<file path="src/rtl/cp0_exc_pkg.sv">
// rtl/cp0_exc_pkg.sv - CP0 addresses, exception codes, field positions and exception arbiter
package cp0_defs;

    localparam logic [7:0] CP0_BADVADDR = {5'd8,  3'd0};
    localparam logic [7:0] CP0_COUNT    = {5'd9,  3'd0};
    localparam logic [7:0] CP0_COMPARE  = {5'd11, 3'd0};
    localparam logic [7:0] CP0_STATUS   = {5'd12, 3'd0};
    localparam logic [7:0] CP0_CAUSE    = {5'd13, 3'd0};
    localparam logic [7:0] CP0_EPC      = {5'd14, 3'd0};

    typedef enum logic [4:0] {
        EXC_INT  = 5'h00,
        EXC_ADEL = 5'h04,
        EXC_ADES = 5'h05,
        EXC_SYS  = 5'h08,
        EXC_BP   = 5'h09,
        EXC_RI   = 5'h0A,
        EXC_OV   = 5'h0C
    } exc_code_e;

    localparam int ST_IE     = 0;
    localparam int ST_EXL    = 1;
    localparam int ST_IM_LO  = 8;
    localparam int ST_IM_HI  = 15;
    localparam int ST_BEV    = 22;
    localparam logic [31:0] STATUS_RESET = 32'h0040_0000;

    localparam int CA_EXC_LO = 2;
    localparam int CA_EXC_HI = 6;
    localparam int CA_IP_LO  = 8;
    localparam int CA_IP_HI  = 15;
    localparam int CA_TI     = 30;
    localparam int CA_BD     = 31;

    localparam int EXB_LS      = 0;
    localparam int EXB_BP      = 1;
    localparam int EXB_SYS     = 2;
    localparam int EXB_OV      = 3;
    localparam int EXB_RI      = 4;
    localparam int EXB_ADEL_IF = 5;

    typedef enum logic [1:0] {
        BADV_KEEP = 2'd0,
        BADV_PC   = 2'd1,
        BADV_LS   = 2'd2
    } badv_src_e;

    typedef struct packed {
        logic      take;
        exc_code_e code;
        badv_src_e badv_src;
    } exc_sel_t;

    // Priority: Int, AdEL-fetch, RI, Ov, Sys, Bp, AdEL/AdES load-store
    function automatic exc_sel_t exc_select(input logic int_req, input logic [5:0] exc,
                                            input logic ls_store);
        exc_sel_t s;
        s.take     = int_req | (|exc);
        s.code     = EXC_INT;
        s.badv_src = BADV_KEEP;
        if (int_req) begin
            s.code = EXC_INT;
        end else if (exc[EXB_ADEL_IF]) begin
            s.code     = EXC_ADEL;
            s.badv_src = BADV_PC;
        end else if (exc[EXB_RI]) begin
            s.code = EXC_RI;
        end else if (exc[EXB_OV]) begin
            s.code = EXC_OV;
        end else if (exc[EXB_SYS]) begin
            s.code = EXC_SYS;
        end else if (exc[EXB_BP]) begin
            s.code = EXC_BP;
        end else if (exc[EXB_LS]) begin
            s.code     = ls_store ? EXC_ADES : EXC_ADEL;
            s.badv_src = BADV_LS;
        end
        return s;
    endfunction

endpackage

</file>
<file path="src/rtl/cp0_exc_if.sv">
// rtl/cp0_exc_if.sv - MEM-stage to CP0 bus with pipeline and CP0 views
interface cp0_exc_if;
    logic        mem_valid;
    logic [31:0] mem_pc;
    logic        mem_bd;
    logic [5:0]  mem_exc;
    logic        mem_ls_store;
    logic [31:0] mem_ls_vaddr;
    logic        mem_eret;
    logic        mem_cp0wen;
    logic [7:0]  mem_cp0addr;
    logic [31:0] mem_cp0wdata;
    logic        exc_oc;
    logic        eret;
    logic [31:0] redirect_pc;
    logic [31:0] cp0_rdata;
    logic        status_exl;

    modport master (
        output mem_valid, mem_pc, mem_bd, mem_exc, mem_ls_store, mem_ls_vaddr,
               mem_eret, mem_cp0wen, mem_cp0addr, mem_cp0wdata,
        input  exc_oc, eret, redirect_pc, cp0_rdata, status_exl
    );

    modport slave (
        input  mem_valid, mem_pc, mem_bd, mem_exc, mem_ls_store, mem_ls_vaddr,
               mem_eret, mem_cp0wen, mem_cp0addr, mem_cp0wdata,
        output exc_oc, eret, redirect_pc, cp0_rdata, status_exl
    );
endinterface

</file>
<file path="src/rtl/cp0_exc_timer.sv">
// rtl/cp0_exc_timer.sv - Count/Compare timer with free-running prescaler and sticky TI
module cp0_timer #(
    parameter int unsigned COUNT_DIV = 2
) (
    input  logic        clk,
    input  logic        resetn,
    input  logic        i_count_wen,
    input  logic        i_compare_wen,
    input  logic [31:0] i_wdata,
    input  logic        i_ti_clr,
    output logic [31:0] o_count,
    output logic [31:0] o_compare,
    output logic        o_ti
);
    localparam int DIV_W = (COUNT_DIV > 1) ? $clog2(COUNT_DIV) : 1;
    localparam logic [DIV_W-1:0] DIV_LAST = DIV_W'(COUNT_DIV - 1);

    logic [DIV_W-1:0] r_div;
    logic [31:0]      r_count;
    logic [31:0]      r_compare;
    logic             r_ti;
    logic             w_tick;
    logic             w_match;

    assign w_tick  = (r_div == DIV_LAST);
    assign w_match = (r_count == r_compare) && (r_compare != 32'd0);

    always_ff @(posedge clk or negedge resetn) begin
        if (!resetn) begin
            r_div     <= '0;
            r_count   <= '0;
            r_compare <= '0;
            r_ti      <= 1'b0;
        end else begin
            // A software Count write restarts the prescaler so the next tick is a full period away
            if (i_count_wen) begin
                r_count <= i_wdata;
                r_div   <= '0;
            end else begin
                r_div <= w_tick ? '0 : r_div + 1'b1;
                if (w_tick) begin
                    r_count <= r_count + 32'd1;
                end
            end
            if (i_compare_wen) begin
                r_compare <= i_wdata;
            end
            if (i_ti_clr) begin
                r_ti <= 1'b0;
            end else if (w_match) begin
                r_ti <= 1'b1;
            end
        end
    end

    assign o_count   = r_count;
    assign o_compare = r_compare;
    assign o_ti      = r_ti;
endmodule

</file>
<file path="src/rtl/cp0_exc.sv">
// rtl/cp0_exc.sv - CP0 register file and precise-exception arbiter at the MEM stage
module cp0_exc
    import cp0_defs::*;
#(
    parameter logic [31:0] EXC_ENTRY = 32'hBFC0_0380,
    parameter int unsigned COUNT_DIV = 2
) (
    input  logic       clk,
    input  logic       resetn,
    input  logic [5:0] hw_int,
    cp0_exc_if.slave   bus
);
    logic [7:0]  r_status_im;
    logic        r_status_exl;
    logic        r_status_ie;
    logic        r_cause_bd;
    logic [5:0]  r_cause_ip_hw;
    logic [1:0]  r_cause_ip_sw;
    exc_code_e   r_cause_exc;
    logic [31:0] r_epc;
    logic [31:0] r_badvaddr;

    logic [31:0] w_count;
    logic [31:0] w_compare;
    logic        w_ti;
    logic [31:0] w_status;
    logic [31:0] w_cause;
    logic        w_int_req;
    exc_sel_t    w_sel;
    logic        w_exc_oc;
    logic        w_eret;
    logic        w_wen;
    logic        w_wen_status;
    logic        w_wen_cause;
    logic        w_wen_epc;
    logic        w_wen_count;
    logic        w_wen_compare;
    logic [31:0] w_rdata;
    logic [31:0] w_redirect;

    always_comb begin
        w_status                     = STATUS_RESET;
        w_status[ST_IM_HI:ST_IM_LO]  = r_status_im;
        w_status[ST_EXL]             = r_status_exl;
        w_status[ST_IE]              = r_status_ie;

        w_cause                        = '0;
        w_cause[CA_BD]                 = r_cause_bd;
        w_cause[CA_TI]                 = w_ti;
        w_cause[CA_IP_HI:CA_IP_LO]     = {r_cause_ip_hw, r_cause_ip_sw};
        w_cause[CA_EXC_HI:CA_EXC_LO]   = r_cause_exc;
    end

    assign w_int_req = r_status_ie & ~r_status_exl
                     & (|({r_cause_ip_hw, r_cause_ip_sw} & r_status_im));
    assign w_sel     = exc_select(w_int_req, bus.mem_exc, bus.mem_ls_store);
    assign w_exc_oc  = bus.mem_valid & w_sel.take;
    assign w_eret    = bus.mem_valid & bus.mem_eret & ~w_exc_oc;

    // The faulting instruction's own MTC0 never commits
    assign w_wen         = bus.mem_valid & bus.mem_cp0wen & ~w_exc_oc;
    assign w_wen_status  = w_wen & (bus.mem_cp0addr == CP0_STATUS);
    assign w_wen_cause   = w_wen & (bus.mem_cp0addr == CP0_CAUSE);
    assign w_wen_epc     = w_wen & (bus.mem_cp0addr == CP0_EPC);
    assign w_wen_count   = w_wen & (bus.mem_cp0addr == CP0_COUNT);
    assign w_wen_compare = w_wen & (bus.mem_cp0addr == CP0_COMPARE);

    cp0_timer #(
        .COUNT_DIV (COUNT_DIV)
    ) u_timer (
        .clk           (clk),
        .resetn        (resetn),
        .i_count_wen   (w_wen_count),
        .i_compare_wen (w_wen_compare),
        .i_wdata       (bus.mem_cp0wdata),
        .i_ti_clr      (w_wen_compare),
        .o_count       (w_count),
        .o_compare     (w_compare),
        .o_ti          (w_ti)
    );

    always_ff @(posedge clk or negedge resetn) begin
        if (!resetn) begin
            r_status_im   <= '0;
            r_status_exl  <= 1'b0;
            r_status_ie   <= 1'b0;
            r_cause_bd    <= 1'b0;
            r_cause_ip_hw <= '0;
            r_cause_ip_sw <= '0;
            r_cause_exc   <= EXC_INT;
            r_epc         <= '0;
            r_badvaddr    <= '0;
        end else begin
            r_cause_ip_hw <= {hw_int[5] | w_ti, hw_int[4:0]};
            if (w_exc_oc) begin
                r_cause_exc  <= w_sel.code;
                r_status_exl <= 1'b1;
                // A nested exception keeps the EPC/BD of the outermost one
                if (!r_status_exl) begin
                    r_epc      <= bus.mem_bd ? bus.mem_pc - 32'd4 : bus.mem_pc;
                    r_cause_bd <= bus.mem_bd;
                end
                case (w_sel.badv_src)
                    BADV_PC: r_badvaddr <= bus.mem_pc;
                    BADV_LS: r_badvaddr <= bus.mem_ls_vaddr;
                    default: ;
                endcase
            end else begin
                if (w_wen_status) begin
                    r_status_im  <= bus.mem_cp0wdata[ST_IM_HI:ST_IM_LO];
                    r_status_exl <= bus.mem_cp0wdata[ST_EXL];
                    r_status_ie  <= bus.mem_cp0wdata[ST_IE];
                end
                if (w_eret) begin
                    r_status_exl <= 1'b0;
                end
                if (w_wen_cause) begin
                    r_cause_ip_sw <= bus.mem_cp0wdata[CA_IP_LO+1:CA_IP_LO];
                end
                if (w_wen_epc) begin
                    r_epc <= bus.mem_cp0wdata;
                end
            end
        end
    end

    always_comb begin
        w_rdata = '0;
        case (bus.mem_cp0addr)
            CP0_BADVADDR: w_rdata = r_badvaddr;
            CP0_COUNT:    w_rdata = w_count;
            CP0_COMPARE:  w_rdata = w_compare;
            CP0_STATUS:   w_rdata = w_status;
            CP0_CAUSE:    w_rdata = w_cause;
            CP0_EPC:      w_rdata = r_epc;
            default:      w_rdata = '0;
        endcase
    end

    always_comb begin
        w_redirect = '0;
        if (w_exc_oc) begin
            w_redirect = EXC_ENTRY;
        end else if (w_eret) begin
            w_redirect = r_epc;
        end
    end

    assign bus.exc_oc      = w_exc_oc;
    assign bus.eret        = w_eret;
    assign bus.redirect_pc = w_redirect;
    assign bus.cp0_rdata   = w_rdata;
    assign bus.status_exl  = r_status_exl;
endmodule

</file>
<file path="src/flat_wrapper.sv">
// flat-port wrapper written by rule: the top's interface ports become plain ports
module cp0_exc_flat import cp0_defs::*;
#(
    parameter logic [31:0] EXC_ENTRY = 32'hBFC0_0380,
    parameter int unsigned COUNT_DIV = 2
)
  (clk, resetn, hw_int, bus_mem_valid, bus_mem_pc, bus_mem_bd, bus_mem_exc, bus_mem_ls_store, bus_mem_ls_vaddr, bus_mem_eret, bus_mem_cp0wen, bus_mem_cp0addr, bus_mem_cp0wdata, bus_exc_oc, bus_eret, bus_redirect_pc, bus_cp0_rdata, bus_status_exl);
  cp0_exc_if bus_i ();
  input  logic clk;
  input  logic resetn;
  input  logic [5:0] hw_int;
  input wire logic [$bits(bus_i.mem_valid)-1:0] bus_mem_valid;
  input wire logic [$bits(bus_i.mem_pc)-1:0] bus_mem_pc;
  input wire logic [$bits(bus_i.mem_bd)-1:0] bus_mem_bd;
  input wire logic [$bits(bus_i.mem_exc)-1:0] bus_mem_exc;
  input wire logic [$bits(bus_i.mem_ls_store)-1:0] bus_mem_ls_store;
  input wire logic [$bits(bus_i.mem_ls_vaddr)-1:0] bus_mem_ls_vaddr;
  input wire logic [$bits(bus_i.mem_eret)-1:0] bus_mem_eret;
  input wire logic [$bits(bus_i.mem_cp0wen)-1:0] bus_mem_cp0wen;
  input wire logic [$bits(bus_i.mem_cp0addr)-1:0] bus_mem_cp0addr;
  input wire logic [$bits(bus_i.mem_cp0wdata)-1:0] bus_mem_cp0wdata;
  output wire logic [$bits(bus_i.exc_oc)-1:0] bus_exc_oc;
  output wire logic [$bits(bus_i.eret)-1:0] bus_eret;
  output wire logic [$bits(bus_i.redirect_pc)-1:0] bus_redirect_pc;
  output wire logic [$bits(bus_i.cp0_rdata)-1:0] bus_cp0_rdata;
  output wire logic [$bits(bus_i.status_exl)-1:0] bus_status_exl;
  assign bus_i.mem_valid = bus_mem_valid;
  assign bus_i.mem_pc = bus_mem_pc;
  assign bus_i.mem_bd = bus_mem_bd;
  assign bus_i.mem_exc = bus_mem_exc;
  assign bus_i.mem_ls_store = bus_mem_ls_store;
  assign bus_i.mem_ls_vaddr = bus_mem_ls_vaddr;
  assign bus_i.mem_eret = bus_mem_eret;
  assign bus_i.mem_cp0wen = bus_mem_cp0wen;
  assign bus_i.mem_cp0addr = bus_mem_cp0addr;
  assign bus_i.mem_cp0wdata = bus_mem_cp0wdata;
  assign bus_exc_oc = bus_i.exc_oc;
  assign bus_eret = bus_i.eret;
  assign bus_redirect_pc = bus_i.redirect_pc;
  assign bus_cp0_rdata = bus_i.cp0_rdata;
  assign bus_status_exl = bus_i.status_exl;
  cp0_exc #(.EXC_ENTRY(EXC_ENTRY), .COUNT_DIV(COUNT_DIV)) u_core (.clk(clk), .resetn(resetn), .hw_int(hw_int), .bus(bus_i));
endmodule
</file>
<file path="config.mk">
export PLATFORM = sky130hd
export DESIGN_NAME = cp0_exc_flat
export DESIGN_NICKNAME = d
export VERILOG_FILES = /design/src/rtl/cp0_exc_pkg.sv /design/src/rtl/cp0_exc_if.sv /design/src/rtl/cp0_exc_timer.sv /design/src/rtl/cp0_exc.sv /design/src/flat_wrapper.sv
export SDC_FILE = /design/constraint.sdc
export NUM_CORES = 1
export LEC_CHECK = 0
export CELL_PAD_IN_SITES_DETAIL_PLACEMENT = 0
export CELL_PAD_IN_SITES_GLOBAL_PLACEMENT = 1
export CORE_MARGIN = 3
export CORE_UTILIZATION = 25
export DETAILED_ROUTE_END_ITERATION = 8
export PLACE_DENSITY_LB_ADDON = 0.1
export SETUP_SLACK_MARGIN = 0.05
export SLEW_MARGIN = 0
export SYNTH_ARGS = -nofsm -noshare
export SYNTH_HDL_FRONTEND = slang
export SYNTH_SLANG_ARGS = --single-unit
</file>
<file path="constraint.sdc">
create_clock -name clk -period 3.5 [get_ports clk]
set_clock_uncertainty 0.2 [all_clocks]
set_input_delay 0.7 -clock clk [delete_from_list [all_inputs] [get_ports clk]]
set_output_delay 0.7 -clock clk [all_outputs]
set_load 0.01 [all_outputs]
</file>
==> flow_summary_export.csv, run 1 <==
group,metric,value,unit
status,status,"complete, but fails checks",
status,violations,"setup timing",
floorplan,start_util,25.4,%
sta,hold_slack,63.2,ps
routing,ant_nets,0,
sta,setup_violations,27,
logic_synthesis,async_flop_share,100,%
worst_setup_path,worstPathArrival,2680,ps
floorplan,die_y,199,um
sta,fmax,280,MHz
worst_setup_path,reg2regPathDepth,12,
cts,cts_htree_levels,4,
sta,hold_violations,0,
finish,filler_cell_count,3696,
pwr,finalPower,4750,uW
logic_synthesis,syn_area_per_cell,9.48,sq um
sta,maxSlewViolCount,0,
worst_setup_path,reg2reg_setup_slack,250,ps
sta,fin_ws,-77.4,ps
logic_synthesis,netlist_instances,982,
logic_synthesis,yosys_warnings,0,
floorplan,die_x,199,um
placement,place_hpwl,32.7,mm
cts,holdBufCountCts,0,
flow_run,cap_viol_max_count,0,
sta,fin_crit,3580,ps
placement,numPortBuffers,189,
worst_setup_path,critPathCaptureType,"primary output",
placement,gp_congestion,0.858,
pwr,cellPowerDensity,344,mW/mm^2
logic_synthesis,synth_cell_types,58,
cts,cts_tree,"yes",
floorplan,boundaryPins,190,
logic_synthesis,ys_ff_latch,153,
sta,worstMarginPinSlew,717,ps
routing,wl_per_cell,24.4,um
grt,track_usage,21.5,%
sta,fin_crit_sh,102,%
worst_setup_path,r2r-start,"u_core.r_cause_ip_hw[4]$_DFF_PN0_",
finish,finalNetCount,1389,
routing,dr.first_iter.drc_count,558,
logic_synthesis,synth_ff_type,"dfrtp_1",
grt,antenna_found_initial,1,
worst_setup_path,required,2600,ps
worst_setup_path,start_kind,"primary input",
cts,cts-buffers-inserted,17,
grt,grt_max_degree,68,
sta,max_slew_margin,52.2,%
logic_synthesis,synthesis.nets,1108,
floorplan,num_rows,70,
routing,vias,8839,
routing,viasPerCell,5.07,
routing,drc,0,
finish,drive_gt1_share,28.8,%
grt,grt-ovfl-total,0,
grt,first_global_vias,8886,
floorplan,dieArea,0.0396,sq mm
worst_hold_path,hp-class,"primary input to asynchronous set/reset pin",
logic_synthesis,syn_area,0.00931,sq mm
routing,dr.pass1.iters,7,
routing,wirelength,42.6,mm
logic_synthesis,synth_edf_count,0,
cts,cts_sinks,153,
finish,areaGrowthSynthToFinish,48.3,%
cts,cts_buffer_depth,2,
sta,grt_setup_unrepaired,"yes",
pwr,power.leakage,0.00630,uW
worst_setup_path,r2r_end,"u_core.r_badvaddr[26]$_DFFE_PN0P_",
logic_synthesis,seq_area_frac_synth,41.1,%
cts,cts_root_buf,"clkbuf_16",
cts,clk_latency,450,ps
cts,clk_pin_slew,70,ps
floorplan,fp.coreArea,0.0367,sq mm
worst_setup_path,crit_fanout,9,
finish,antenna-diode-count,0,
pwr,ir_drop,324,uV
worst_setup_path,crit_type,"primary input to primary output",
grt,grt_pass1_wl,61.6,mm
==> worst max-delay path: stages <==
cell and delay, ps:
buf_6 90, or4b_4 530, or3b_4 420, buf_6 140
nor2_4 150, buf_12 160, a222oi_1 100, o21ai_1 180
buf_2 190
==> cells in the final DEF (no fill, tap or decap), drive strengths merged, types with 6 or more instances in the layout <==
cell           synthesis  layout
mux2i                 59      59
xor2                  58      58
buf                   22     199
clkinv                 0      11
a222oi                11      11
nand2                131     131
clkbuf                41      20
mux2                  49      49
xnor2                 17      17
nor4                  34      34
o21ai                 63      63
o31ai                 17      17
clkdlybuf4s50          0     113
o31a                   7       7
nor3                  32      32
nand4                 23      23
nand3                 15      15
a221o                  6       6
a31oi                  6       6
o21a                   7       7
dfrtp                153     153
and3                   6       6
nor2                  73      73
a22oi                 37      37
and2                  22      22
a21oi                 39      39
==> final cells by class <==
cell class,count,area (sq um),share of cell area (%)
inverters,5,18.8,0.136
clock inverters,15,179,1.30
clock buffers,17,425,3.08
multi-input cells,761,5510,39.9
flip-flops and latches,153,3830,27.7
well taps,468,586,4.24
repair buffers,325,3260,23.6
==> stage by stage <==
step / setup TNS [ps] / worst slack, ps / util, % / cell area, sq um / std cells
floorplan: 0 / 184 / - / 9310 / 982
global placement: -31920 / -778 / 34.1 / 12500 / 1674
detailed placement: -31930 / -803 / 34.1 / 12500 / 1674
CTS: -3210 / -180 / 37.1 / 13600 / 1737
global route: -2590 / -138 / 37.6 / 13800 / 1744
finish: -839 / -77.4 / 37.6 / 13800 / 1744
==> worst max path at each step <==
stage	startpoint	end	slack, ps
detailed placement	bus_mem_cp0addr[1]	bus_cp0_rdata[3]	-800
finish	bus_mem_cp0addr[0]	bus_cp0_rdata[9]	-80
CTS	bus_mem_cp0addr[7]	bus_cp0_rdata[0]	-180
global route	bus_mem_cp0addr[0]	bus_cp0_rdata[1]	-140
global placement	bus_mem_cp0addr[1]	bus_cp0_rdata[9]	-780
floorplan	bus_mem_cp0addr[1]	bus_cp0_rdata[15]	180
==> layer usage <==
layer / GRT usage, % / wire length [um] / part of all wire (%) / vias to the layer above
met4: 5.23 / 861 / 2.0 / 2
met5: 0 / 13 / 0.031 / -
met2: 32.3 / 18600 / 44 / 262
li1: - / - / - / 4178
met3: 4.18 / 2310 / 5.4 / 40
met1: 31.7 / 20800 / 49 / 4357
==> report_power, final <==
group / leakage (uW) / total (uW) / switching (uW) / internal (uW)
clock: 0.000297 / 1950 / 824 / 1120
combinational: 0.00399 / 708 / 359 / 348
sequential: 0.00201 / 2100 / 196 / 1900
total: 0.00630 / 4750 / 1380 / 3370
==> synthesized netlist by cell type, drive strengths merged, types with 2 or more instances <==
library cell    n  area share, %
mux2           49            7.1
a32o            3           0.32
dfrtp         153             41
xnor2          17            1.6
inv             5           0.20
o21ai          63            3.4
or3             5           0.34
and2           22            1.5
and3            6           0.40
a22o            4           0.38
buf            22            1.3
a222oi         11            1.2
nor4b           3           0.35
mux2i          59            6.3
or2             2           0.13
xor2           58            5.5
and4            5           0.47
a22oi          37            3.0
nor4           34            2.6
nor2b           2           0.13
o31a            7           0.66
o41a            2           0.24
or4             2           0.16
nand3          15           0.81
ha              3           0.40
nand2         131            5.3
a31oi           6           0.40
o21a            7           0.56
a21oi          39            2.1
nor2           73            3.0
o2bb2ai         5           0.47
o31ai          17            1.4
nor3           32            1.9
a221o           6           0.64
nand2b          2           0.13
nand4          23            1.5
clkbuf         41            1.7
nor4bb          2           0.21
==> state kept, by name, summed over array words and instances, names as in the netlist <==
signal	cells
u_core.bus.status_exl	1
u_core.r_badvaddr	32
u_core.r_cause_bd	1
u_core.r_cause_exc	4
u_core.r_cause_ip_hw	6
u_core.r_cause_ip_sw	2
u_core.r_epc	32
u_core.r_status_ie	1
u_core.r_status_im	8
u_core.u_timer.o_compare	32
u_core.u_timer.o_count	32
u_core.u_timer.o_ti	1
u_core.u_timer.r_div	1
==> what timing repair did <==
item / in CTS / in global routing
setup buffers: 25 / 10
gates resized for setup: 355 / 73
cloned: 7 / 1
setup endpoints to repair: 66 / 86
pin swaps: 33 / 36
==> cells by family (layout without fill, tap and decap cells) <==
logic type	Yosys count	count (layout)	synth area share, %
adders and majority gates	3	3	0.403
muxes	108	108	13.4
and+or+nand+nor	364	364	19.6
buffers and inverters	68	362	3.20
DFF	153	153	41.1
xor gates and xnor gates	75	75	7.05
AOI/OAI and AO/OA	211	211	15.2
No activity file was read; power rests on OpenSTA's default activity.
==> run 2, diff against run 1 <==
--- a/config.mk
+++ b/config.mk
@@ -11,8 +11,10 @@
 export CORE_UTILIZATION = 25
 export DETAILED_ROUTE_END_ITERATION = 8
 export PLACE_DENSITY_LB_ADDON = 0.1
+export REMOVE_ABC_BUFFERS = 1
 export SETUP_SLACK_MARGIN = 0.05
-export SLEW_MARGIN = 0
+export SKIP_LAST_GASP = 1
+export SLEW_MARGIN = 20
 export SYNTH_ARGS = -nofsm -noshare
 export SYNTH_HDL_FRONTEND = slang
 export SYNTH_SLANG_ARGS = --single-unit
==> run 2 against run 1 <==
Against the previous run:
- the flow still finishes with violations (setup timing)
- global-route usage fell by 0.59 points
- clock power fell by 9.7%
- via count fell by 0.78%
- combinational power fell by 3%
- power fell by 5.7%
- register-to-register slack improved by 50 ps
- sequential power fell by 3%
- largest cell class unchanged
- largest power group unchanged
==> flow_summary_export.csv, run 2 (same netlist as run 1, synthesis figures left out) <==
group,metric,value,unit
routing,dr.pass1.iters,6,
worst_setup_path,worstPathArrival,2680,ps
routing,viasPerCell,5.00,
finish,stdcell_area,0.0136,sq mm
finish,final_util,37.0,%
cts,cts_tree,"yes",
status,violations,"setup timing",
floorplan,dieArea,0.0396,sq mm
status,status,"complete, but fails checks",
worst_setup_path,r2r-start,"u_core.r_cause_ip_hw[4]$_DFF_PN0_",
grt,grt_max_degree,63,
finish,final_common_cell,"dfrtp_1",
sta,hold_violations,0,
sta,worstMarginPinSlew,586,ps
routing,drc,0,
placement,numPortBuffers,189,
worst_setup_path,required,2600,ps
finish,mostFrequentLayoutCells,"dfrtp_1, nand2_1, clkdlybuf4s50_1",
sta,max_slew_margin,60.6,%
sta,fin_crit_sh,102,%
finish,stdcell_count,1754,
pwr,power.leakage,0.00627,uW
placement,dp_cells,1678,
sta,fmax,280,MHz
sta,fin_ws,-77.4,ps
floorplan,fp.coreArea,0.0367,sq mm
finish,drive_gt1_share,27.2,%
sta,maxSlewViolCount,0,
routing,vias,8770,
sta,fin_crit,3580,ps
worst_hold_path,hp-start,"u_core.r_badvaddr[29]$_DFFE_PN0P_",
finish,filler_cell_count,3748,
worst_hold_path,hp-class,"flop to flop",
finish,regArea,0.00383,sq mm
worst_setup_path,path_delay_family,"simple AND/OR/NAND/NOR gates",
pwr,ir_drop,284,uV
sta,grt_setup_unrepaired,"yes",
floorplan,num_rows,70,
grt,first_global_vias,9170,
grt,grt-ovfl-total,0,
cts,cts-buffers-inserted,17,
placement,gp_congestion,0.797,
finish,areaGrowthSynthToFinish,45.6,%
finish,multi_input_area,0.00537,sq mm
finish,finalNetCount,1400,
cts,cts_root_buf,"clkbuf_16",
flow_run,cap_viol_max_count,0,
grt,grt_pass1_wl,61.0,mm
sta,hold_slack,286,ps
worst_setup_path,critPathCaptureType,"primary output",
cts,clk_latency,420,ps
placement,placed_cell_area,0.0125,sq mm
floorplan,start_util,25.4,%
worst_setup_path,crit_type,"primary input to primary output",
cts,cts_sinks,153,
sta,tns,-519,ps
floorplan,die_y,199,um
cts,cts_buffer_depth,2,
grt,antenna_found_initial,2,
worst_setup_path,crit_fanout,6,
placement,place_hpwl,30.3,mm
grt,track_usage,20.9,%
routing,ant_nets,0,
cts,cts_htree_levels,4,
worst_setup_path,startpoint,"bus_mem_cp0addr[7]",
routing,wl_per_cell,23.6,um
worst_setup_path,slowest_delay,550,ps
cts,clk_pin_slew,70,ps
pwr,cellPowerDensity,331,mW/mm^2
worst_setup_path,cp.buffers_inverters,6,
floorplan,die_x,199,um
worst_setup_path,cp_slowest_cell,"or4b_4",
worst_setup_path,start_kind,"primary input",
routing,wirelength,41.4,mm
routing,dr.first_iter.drc_count,540,
floorplan,boundaryPins,190,
worst_setup_path,crit_path_cell_trace,"buf_6, or4b_4, or3b_4, nor2_4, buf_6, buf_8, buf_12, buf_12, a22oi_2, nand2_1, buf_2",
sta,setup_violations,11,
==> run 2: cell type report <==
type | instances | share of cell area, %
antenna | 1 | 0.0184
clock buffer | 19 | 3.19
clock inverter | 11 | 0.738
inverter | 5 | 0.138
multi-input combinational | 761 | 39.6
sequential | 153 | 28.2
tap | 468 | 4.32
timing repair buffer | 336 | 23.8
==> run 2: what timing repair did <==
action | in CTS | in global routing
endpoints found under the setup margin | 66 | 66
hold buffers | 1 | 0
cloned | 7 | 0
setup buffers | 32 | 11
hold endpoints to repair | 7 | 0
pin swaps | 37 | 10
gates resized for setup | 312 | 62
==> run 2: metrics by stage <==
step                      total power [uW]  setup WS, ps
after floorplan                       2270         -1830
after global placement                2730          -782
after detailed placement              2730          -802
after CTS                             4530         -75.3
after global routing                  4700          -149
final                                 4480         -77.4
==> run 2: worst register-to-register path, cell delays in order (launching register included) <==
cell and delay, ps:
dfrtp_1 420, a22o_1 290, o41a_1 500, buf_6 160, buf_4 170, nor2_1 220
and3_1 200, ha_2 260, inv_1 90, o211ai_4 80, buf_4 260, nand2_1 140
o21ai_0 80
==> run 2: metal layers <==
| layer | track usage, % | part of all wire (%) | vias up |
|---|---|---|---|
| met3 | 3.03 | 3.6 | 36 |
| met5 | 0 | 0.031 | - |
| met2 | 34.9 | 48 | 209 |
| met4 | 4.79 | 1.6 | 2 |
| li1 | - | - | 4176 |
| met1 | 28.7 | 47 | 4347 |
==> run 2: final timing paths <==
check                                                                 to  slack, ps  depth (start not counted)
worst min register to register         u_core.r_badvaddr[29]$_DFFE_PN0P_        290                          2
max in group asynchronous       u_core.u_timer.o_compare[24]$_DFFE_PN0P_       1830                          3
min in group asynchronous               u_core.r_badvaddr[0]$_DFFE_PN0P_        570                          2
worst min-delay path                   u_core.r_badvaddr[29]$_DFFE_PN0P_        290                          2
worst max-delay path                                   bus_cp0_rdata[24]        -80                         11
worst max register to register         u_core.r_badvaddr[16]$_DFFE_PN0P_        300                         12
==> run 2: power by group <==
group | switching, uW | internal, uW
Sequential | 130 | 1900
Combinational | 346 | 344
Clock | 790 | 973
Total | 1270 | 3220
